File: src/rtl/game_ctrl.sv
// game_ctrl: upstream controller for the Display stage.
// Synchronises and debounces the flap button, produces a one-cycle flap pulse,
// runs the IDLE/PLAY/DEAD(/PAUSE) game-phase FSM and keeps the session best score.
// Optional feature: define PAUSE_EN to enable the PAUSE state driven by pause_sw.
// Without PAUSE_EN, pause_sw is unused and state 2'b11 is never produced.
module game_ctrl #(
    parameter int DEB_CYCLES = 500000,   // stable cycles before the debounced level moves (>=2)
    parameter int DEAD_HOLD  = 50000000  // cycles in DEAD before a restart press counts (>=1)
) (
    input  logic       clk,
    input  logic       rst,
    input  logic       btn_raw,
    input  logic       game_en,
    input  logic       pause_sw,
    input  logic       isDead,
    input  logic [7:0] score,
    output logic [1:0] state,
    output logic       up_button,
    output logic       flap,
    output logic [7:0] best_score
);

    localparam int DEB_W  = $clog2(DEB_CYCLES + 1);
    localparam int HOLD_W = $clog2(DEAD_HOLD + 1);
    localparam logic [DEB_W-1:0]  DEB_LAST  = DEB_W'(DEB_CYCLES - 1);
    localparam logic [HOLD_W-1:0] HOLD_LAST = HOLD_W'(DEAD_HOLD - 1);

    typedef enum logic [1:0] {
        ST_IDLE  = 2'b00,
        ST_PLAY  = 2'b01,
        ST_DEAD  = 2'b10,
        ST_PAUSE = 2'b11
    } state_t;

    logic              sync1_q, sync2_q;
    logic [DEB_W-1:0]  deb_cnt_q, deb_cnt_d;
    logic              up_q, up_d;
    logic              up_prev_q;
    logic              flap_q;
    state_t            state_q;
    logic [HOLD_W-1:0] hold_q;
    logic [7:0]        best_q;

`ifndef PAUSE_EN
    // pause_sw only matters when the pause feature is built in.
    logic unused_pause;
    assign unused_pause = pause_sw;
`endif

    // Two-flop synchroniser for the asynchronous button input.
    always_ff @(posedge clk or posedge rst) begin
        if (rst) begin
            sync1_q <= 1'b0;
            sync2_q <= 1'b0;
        end else begin
            sync1_q <= btn_raw;
            sync2_q <= sync1_q;
        end
    end

    // Debounce next-state: count consecutive cycles where the synchronised
    // level disagrees with the debounced level; any agreement restarts the count.
    always_comb begin
        deb_cnt_d = deb_cnt_q;
        up_d      = up_q;
        if (sync2_q == up_q) begin
            deb_cnt_d = '0;
        end else if (deb_cnt_q == DEB_LAST) begin
            up_d      = sync2_q;
            deb_cnt_d = '0;
        end else begin
            deb_cnt_d = deb_cnt_q + 1'b1;
        end
    end

    // Debounce state registers.
    always_ff @(posedge clk or posedge rst) begin
        if (rst) begin
            deb_cnt_q <= '0;
            up_q      <= 1'b0;
        end else begin
            deb_cnt_q <= deb_cnt_d;
            up_q      <= up_d;
        end
    end

    // Registered rising-edge detect: flap is high in the cycle after up_button rises.
    always_ff @(posedge clk or posedge rst) begin
        if (rst) begin
            up_prev_q <= 1'b0;
            flap_q    <= 1'b0;
        end else begin
            up_prev_q <= up_q;
            flap_q    <= up_q & ~up_prev_q;
        end
    end

    // Game-phase FSM with DEAD hold counter and best-score capture.
    always_ff @(posedge clk or posedge rst) begin
        if (rst) begin
            state_q <= ST_IDLE;
            hold_q  <= '0;
            best_q  <= '0;
        end else if (!game_en) begin
            // Disabling the game overrides every other transition.
            state_q <= ST_IDLE;
            hold_q  <= '0;
        end else begin
            case (state_q)
                ST_IDLE: begin
                    if (flap_q) state_q <= ST_PLAY;
                end
                ST_PLAY: begin
                    // Death wins over a simultaneous flap (flap has no PLAY transition).
                    if (isDead) begin
                        state_q <= ST_DEAD;
                        hold_q  <= '0;
                        if (score > best_q) best_q <= score;
                    end
`ifdef PAUSE_EN
                    else if (pause_sw) begin
                        state_q <= ST_PAUSE;
                    end
`endif
                end
                ST_DEAD: begin
                    // Counter saturates at DEAD_HOLD-1; only then is a restart press honoured.
                    if (hold_q == HOLD_LAST) begin
                        if (flap_q) begin
                            state_q <= ST_IDLE;
                            hold_q  <= '0;
                        end
                    end else begin
                        hold_q <= hold_q + 1'b1;
                    end
                end
                ST_PAUSE: begin
`ifdef PAUSE_EN
                    // flap and isDead are ignored while paused.
                    if (!pause_sw) state_q <= ST_PLAY;
`else
                    // Unreachable encoding without the pause feature: recover to IDLE.
                    state_q <= ST_IDLE;
`endif
                end
            endcase
        end
    end

    assign state      = state_q;
    assign up_button  = up_q;
    assign flap       = flap_q;
    assign best_score = best_q;

endmodule

File: config.mk
export PLATFORM = sky130hd
export DESIGN_NAME = game_ctrl
export DESIGN_NICKNAME = d
export VERILOG_FILES = /design/src/rtl/game_ctrl.sv
export SDC_FILE = /design/constraint.sdc
export NUM_CORES = 1
export LEC_CHECK = 0
export ABC_AREA = 1
export CAP_MARGIN = 20
export CELL_PAD_IN_SITES_DETAIL_PLACEMENT = 2
export CELL_PAD_IN_SITES_GLOBAL_PLACEMENT = 2
export CORE_AREA = 4 4 108 110
export DETAILED_ROUTE_END_ITERATION = 7
export DIE_AREA = 0 0 112 114
export PLACE_DENSITY = 0.85
export SYNTH_ARGS = -nofsm -noshare
export SYNTH_HDL_FRONTEND = slang
export SYNTH_SLANG_ARGS = --single-unit
export TNS_END_PERCENT = 1
File: constraint.sdc
create_clock -name clk -period 2.2 [get_ports clk]
set_input_delay 0.44 -clock clk [delete_from_list [all_inputs] [get_ports clk]]
set_output_delay 0.44 -clock clk [all_outputs]
set_load 0.02 [all_outputs]
Yosys cells after proc, flatten, opt, wreduce, memory -nomap -nowiden:

Index checks and enable logic that the tools add are counted.

* add/sub/neg operators: 2
* magnitude comparators: 1
* eq/ne operators: 12
* mux-type cells: 13
* bitwise operators: 3
* reductions and logical operators: 5

Operators with widths (number)
* 26-bit 2-to-1 mux: 4
* 26-bit one-hot mux with 2 select lines: 1
* 19-bit 2-to-1 mux: 2
* 26-bit by 1-bit adder with 26-bit output (second input constant): 1
* 26-bit equality test (second input constant): 1
* 19-bit by 1-bit adder with 19-bit output (second input constant): 1
* 19-bit equality test (second input constant): 1
* 3-bit inequality test (second input constant): 4
* 2-bit 2-to-1 mux: 5
* 8-bit greater-than comparator: 1
* 2-bit one-hot mux with 4 select lines: 1
* 4-bit AND reduction: 2
* 2-bit equality test (second input constant): 2
* 4-bit inequality test (second input constant): 1
* 3-bit by 1-bit inequality test with 1-bit output (second input constant): 1
* 3-bit AND reduction: 1
* 2-bit by 1-bit equality test with 1-bit output (second input constant): 1
* 2-bit logical NOT: 1
* 1-bit inverter: 2
* 2-bit AND reduction: 1
* 1-bit AND: 1
* 1-bit equality test: 1

* bits in registers: 60
* output and inout port bits: 12
* logic and storage cells: 45

Longest topological paths before layout:

Gate-level depths: netlist of run 1.

* word-level depth: 4
* mapped depth: 12
* mapped depth without buffers: 12

Least setup slack after synthesis of run 1:

Ideal clock, no wire load.

* kind: register -> register
* start: register best_q[3] (netlist: best_score[3])
* end: register best_q[0] (netlist: best_score[0])
* arrival: 1542 ps
* setup slack: 541 ps
* cell stages (with the launch flop): 9
* path buffers: 0
* path through: dfrtp_1 -> inv_1 -> ha_1 -> nand2_1 -> o21a_1 -> o21bai_2 -> nand2_4 -> nand2_1 -> nand2_1

* longest elaborated chain between the ends: 2

Ends and longest elaborated chain
* from (decl): line 42 `logic [7:0] best_q;`
* from (signal assigned): line 118 `if (score > best_q) best_q <= score;`
* 8-bit greater-than comparator: line 118
* 4-bit AND reduction (no line)

No other way between the ends.
A chain may end at the register's enable or synchronous reset.

Worst setup path after layout of run 1:

* start: register hold_q[0]
* end: register hold_q[18]

* longest elaborated chain between the ends: 4
* elaborated cells between the ends (all ways): 7
* those cells by class: add/sub (1); eq/ne (2); mux (3); reduce/logical (1)

Ends and longest elaborated chain
* from (decl): line 41 `logic [HOLD_W-1:0] hold_q;`
* from (signal assigned): line 134 `hold_q <= hold_q + 1'b1;`
* 26-bit by 1-bit adder with 26-bit output or 26-bit equality test (tied branches): line 134, 128
* 26-bit 2-to-1 mux: line 128 `if (hold_q == HOLD_LAST) begin`
* 26-bit one-hot mux with 2 select lines: line 109 `case (state_q)`
* 26-bit 2-to-1 mux: line 104 `end else if (!game_en) begin`

Parallel ways exist; a longest one is shown, timed or not.

==> impl_metrics.json, run 1 <==
{
  "setup_violations": 0,
  "nNetsFinal": 545,
  "numCtsBuffers": 9,
  "core_region_area_mm2": 0.0107,
  "clock_sinks": 60,
  "worst_pin_slew_ns": 0.466,
  "wl_per_cell_um": 17.1,
  "critPathLaunchType": "flip-flop",
  "p_leak_nw": 1.86,
  "gp_congestion": 0.822,
  "outcome": "complete, no violations",
  "hold_viol_final": 0,
  "cts.htree.levels": 3,
  "synth_nets": 504,
  "path_class": "flip-flop to flip-flop",
  "first_iter_violations": 105,
  "firstDrtPassIters": 4,
  "slew_headroom_pct": 68.9,
  "fin_worst_skew_ns": 0.0144,
  "rows": 38,
  "drc": 0,
  "max_stage_delay_ns": 0.40,
  "totalWireLength_um": 11400,
  "drive_above_1_share_pct": 11.0,
  "grt_remaining_overflow": 0,
  "hold_buffers": 0,
  "crit_path_top_delay_cell": "dfrtp_1",
  "crit_fanout": 4,
  "end_kind": "flip-flop",
  "period_needed_ns": 1.93,
  "grt_pass1_wl_um": 19700,
  "fp.dieH_um": 114,
  "portBuffers": 24,
  "crit_top_cell": "nand2_1",
  "synthArstFlopShare_pct": 100,
  "ys_types": 35,
  "vias": 3354,
  "clk_latency_ns": 0.35,
  "yosys_warnings": 0,
  "crit_chain": "ha_1 > nand2_1 > nor2_1 > nand2_1 > nor2_2 > nand2_1 > nor2_1 > nand2_1 > nand3_1 > o21ai_2",
  "diodes": 0,
  "cts_resized": 0,
  "ctsRootBufferMaster": "clkbuf_8",
  "critPathBufInv": 0,
  "fmax_ghz": 0.518,
  "ios": 26,
  "areaGrowthSynthToFinish_pct": 17.6,
  "grt_pass1_vias": 3929,
  "ys_ff_latch": 60,
  "dpl.hpwl_um": 8590,
  "start_util_pct": 33.7,
  "clk_path_buf_depth": 2,
  "final_max_slew_viol_count": 0,
  "path_delay_family": "simple AND/OR/NAND/NOR gates",
  "syn_area_mm2": 0.00360,
  "crit_required_ns": 2.43,
  "cts_setup_buffers": 0,
  "antenna_found_initial": 0,
  "avgSynthCellArea_um2": 7.51,
  "cts_tree": "done",
  "cap_violations": 0,
  "stdcell_count": 666,
  "synthCells": 480,
  "ir_drop_uv": 473,
  "clkTransAtPathRegs_ns": 0.08,
  "worst-endpoint-arrival_ns": 2.16,
  "hold_slack_ns": 0.352,
  "finalCritPeriodShare_pct": 87.7,
  "fp.dieW_um": 112,
  "power_w": 0.00319,
  "power_density_mw_per_mm2": 753,
  "via_per_inst": 5.04,
  "grtUsageTotal_pct": 19.2,
  "synth-edff-count": 0,
  "synth_ff_type": "dfrtp_1",
  "rsz0062_at_grt": "false",
  "grt_max_degree": 36,
  "dieArea_mm2": 0.0128,
  "dpl.cell_count": 650,
  "antenna_left": 0,
  "hold_class": "flip-flop to flip-flop",
  "synth-seq-area-share_pct": 41.7
}
## area by class of cell
class | count | area [um^2]
fill | 1294 | 6460
multi-input combinational | 344 | 1800
sequential | 60 | 1500
timing repair buffer | 34 | 328
inverter | 72 | 270
tap | 140 | 175
clock buffer | 10 | 128
clock inverter | 6 | 41.3
## state kept, by name, summed over array words and instances (netlist names)
register / cells
hold_q: 26
up_button: 1
deb_cnt_q: 19
state: 2
flap: 1
up_prev_q: 1
sync2_q: 1
sync1_q: 1
best_score: 8
## metrics by stage
step                      setup TNS [ns]  instance area, um^2  setup WS (ns)  utilization (%)
after floorplan                        0                 3600          0.275                -
after global placement                 0                 4070         0.0524             38.0
after detailed placement          -0.491                 4070        -0.0733             38.0
after CTS                              0                 4240          0.257             39.6
after global routing                   0                 4240         0.0503             39.6
final                                  0                 4240          0.270             39.6
## kinds of logic (layout without fill, tap and decap cells)
family	after synthesis	in the layout	synth area share (%)
and+or+nand+nor	273	273	33.6
DFF	60	60	41.7
buffers and inverters	76	122	8.54
xor gates and xnor gates	19	19	4.62
AOI/OAI and AO/OA	42	42	8.16
adders and majority gates	10	10	3.47
## final timing paths
path                            from            to  slack, ns  cells past startpoint
hold / removal               sync1_q       sync2_q       0.35                      0
max in group asynchronous        rst  deb_cnt_q[9]       1.24                      3
setup reg to reg           hold_q[0]    hold_q[18]       0.27                     10
setup / recovery           hold_q[0]    hold_q[18]       0.27                     10
hold reg to reg              sync1_q       sync2_q       0.35                      0
min in group asynchronous        rst     hold_q[6]       0.42                      2
## metal layers
layer	wire, um	GRT usage [%]	up-vias
li1	-	-	1618
met1	4890	22.6	1687
met2	6120	36.0	32
met3	207	3.61	17
met4	158	4.57	0
met5	0	0	-
## synthesized netlist by cell type, types with 2 or more instances
| library cell | n | area share (%) |
|---|---|---|
| o21ai_0 | 12 | 1.7 |
| nor3_1 | 15 | 2.1 |
| a21oi_1 | 8 | 1.1 |
| o21a_1 | 2 | 0.42 |
| buf_4 | 2 | 0.42 |
| o21ai_1 | 3 | 0.42 |
| nand3b_1 | 3 | 0.62 |
| nor2_1 | 62 | 6.5 |
| nand2_2 | 4 | 0.69 |
| nor2_2 | 6 | 1.0 |
| buf_6 | 2 | 0.62 |
| xor2_1 | 18 | 4.4 |
| dfrtp_1 | 60 | 42 |
| nand3_1 | 33 | 4.6 |
| nor3b_1 | 2 | 0.42 |
| o22ai_2 | 5 | 1.7 |
| inv_2 | 6 | 0.62 |
| nand2_1 | 124 | 13 |
| nand4_1 | 18 | 3.1 |
| ha_1 | 10 | 3.5 |
| inv_1 | 66 | 6.9 |
| o21ai_2 | 5 | 1.2 |
| nand3_2 | 2 | 0.56 |
## placed cells by master, fill, tap and decap left out, types with 3 or more instances in the layout
cell type,count
buf_4,9
nand3_1,33
clkdlybuf4s50_1,24
nand2_2,4
clkinvlp_4,3
o22ai_2,5
ha_1,10
inv_2,7
o21ai_2,5
nand4_1,18
xor2_1,18
a21oi_1,8
dfrtp_1,60
nor3_1,15
inv_1,65
nor2_2,6
nor2_1,62
nand3b_1,3
clkbuf_8,9
o21ai_1,3
nand2_1,124
o21ai_0,12
## where the power goes
part / leakage [nW] / internal, W / switching (W)
registers: 0.819 / 0.00121 / 0.000105
logic: 0.963 / 0.000399 / 0.000594
clock network: 0.0783 / 0.000406 / 0.000483
Power figures use the tool's default switching activity.
==> run 2: changes to the inputs <==
- CORE_AREA: 4 4 108 110 -> 4 4 124 97
- DIE_AREA: 0 0 112 114 -> 0 0 128 101
==> impl_metrics.json, run 2 (synthesis results as in run 1) <==
{
  "start_util_pct": 33.6,
  "power_frac_clock_pct": 41.7,
  "antenna_found_initial": 0,
  "hold_buffers": 0,
  "clk_path_buf_depth": 2,
  "grtUsageTotal_pct": 20.0,
  "areaGrowthSynthToFinish_pct": 22.0,
  "period_needed_ns": 2.05,
  "antenna_left": 0,
  "largest_reg_flops": 26,
  "detailedPlace.worstSlack_ns": -0.0966,
  "rr_worst_depth": 11,
  "fillCellCount": 1225,
  "dr_wl_met2_um": 5920,
  "clock_sinks": 60,
  "route.top_layer_used": "met4",
  "fin_worst_skew_ns": 0.00555,
  "path_class": "primary input to flip-flop",
  "max_stage_delay_ns": 0.47,
  "critPathLaunchType": "primary input",
  "drt-met1-wl_um": 5450,
  "portBuffers": 24,
  "first_iter_violations": 122,
  "p_sw_w": 0.00126,
  "crit_path_top_delay_cell": "clkdlybuf4s50_1",
  "cts.htree.levels": 3,
  "slew_headroom_pct": 70.8,
  "numCtsBuffers": 9,
  "finalCritPeriodShare_pct": 93.0,
  "p_int_w": 0.00277,
  "multi_input_area_mm2": 0.00180,
  "fp.dieW_um": 128,
  "grt_pass1_wl_um": 20300,
  "drc": 0,
  "cap_violations": 0,
  "rr_startpoint": "hold_q[0]",
  "vias": 3377,
  "wl_per_cell_um": 18.1,
  "fp.dieH_um": 101,
  "grt_max_degree": 61,
  "rows": 33,
  "layout_commonest_cell": "nand2_1",
  "clkTransAtPathRegs_ns": 0.06,
  "cts_setup_buffers": 0,
  "totalWireLength_um": 12000,
  "nNetsFinal": 541,
  "dpl_cell_area_mm2": 0.00404,
  "setup_violations": 0,
  "grt_remaining_overflow": 0,
  "diodes": 0,
  "outcome": "complete, no violations",
  "crit_chain": "clkdlybuf4s50_1 > ha_1 > a21oi_1 > o21ai_0 > o21bai_2 > buf_4 > nand3_1 > nand2_1",
  "ir_drop_uv": 517,
  "crit_end": "best_score[3]",
  "worst_pin_slew_ns": 0.437,
  "ios": 26,
  "power_frac_seq_pct": 32.7,
  "p_leak_nw": 1.94,
  "cts_tree": "done",
  "power_density_mw_per_mm2": 916,
  "fin_setup_tns_ns": 0,
  "gp_congestion": 0.827,
  "grt_pass1_vias": 3969,
  "firstDrtPassIters": 4,
  "via_per_inst": 5.10,
  "crit_required_ns": 2.42,
  "hold_viol_final": 0,
  "setup_ws_ns": 0.153,
  "p_comb_share_pct": 25.6,
  "cts_resized": 0,
  "clk_latency_ns": 0.34,
  "hold_class": "flip-flop to flip-flop",
  "regArea_mm2": 0.00150,
  "cp-startpoint": "score[7]",
  "fin_area_mm2": 0.00440,
  "final_cell_mix": "nand2_1 (123), inv_1 (65), nor2_1 (61)",
  "drive_above_1_share_pct": 10.7,
  "dieArea_mm2": 0.0129,
  "core_region_area_mm2": 0.0107,
  "top_register": "hold_q",
  "final_max_slew_viol_count": 0,
  "end_kind": "flip-flop",
  "dpl.hpwl_um": 8690,
  "rsz0062_at_grt": "false",
  "ctsRootBufferMaster": "clkbuf_16",
  "worst-endpoint-arrival_ns": 2.26,
  "fmax_ghz": 0.489,
  "wl_met3_um": 434,
  "r2r_setup_slack_ns": 0.22,
  "r2r_end": "hold_q[17]",
  "power_switching_share_pct": 31.3,
  "crit_fanout": 5
}
## run 2: power by group through the flow
stage	combinational, W	clock (W)	sequential (W)
global route	0.00113	0.00176	0.00133
CTS	0.00105	0.00171	0.00132
finish	0.00103	0.00168	0.00132
detailed placement	0.00100	0	0.00133
floorplan	0.000471	0	0.00142
global placement	0.000921	0	0.00132
## run 2: worst min-delay path by stage
| stage | startpoint | to | cells after the start |
|---|---|---|---|
| 4_1_cts | sync1_q | sync2_q | 0 |
| 3_3_place_gp | sync1_q | sync2_q | 0 |
| 6_report | sync1_q | sync2_q | 0 |
| 2_1_floorplan | sync1_q | sync2_q | 0 |
| 5_1_grt | sync1_q | sync2_q | 0 |
| 3_5_place_dp | sync1_q | sync2_q | 0 |
## run 2: per-layer routing
layer  vias up  GRT usage (%)
met1      1686           25.0
li1       1614              -
met2        58           34.9
met3        19           4.18
met5         -              0
met4         0           5.55
## run 2: critical path: cells and delay by family
family / cells / cell delay, ns
AND/OR/NAND/NOR: 2 / 0.16
AO/OA/AOI/OAI: 3 / 0.61
buffers and inverters: 2 / 0.66
adder cells (fa/ha/maj): 1 / 0.38
## run 2: per-stage QoR
step	utilization (%)	power [W]	std cells	hold WS, ns
2_1_floorplan	-	0.00189	480	0.331
3_3_place_gp	37.6	0.00224	646	0.334
3_5_place_dp	37.6	0.00233	646	0.348
4_1_cts	40.9	0.00407	662	0.366
5_1_grt	41.0	0.00422	662	0.376
6_report	41.0	0.00403	662	0.365
## run 2: final cells by class
class | count | share of cell area, %
Clock buffer | 12 | 5.83
Clock inverter | 4 | 2.16
Inverter | 72 | 6.15
Multi-Input combinational cell | 344 | 41.0
Sequential cell | 60 | 34.1
Tap cell | 140 | 3.98
Timing Repair Buffer | 30 | 6.77
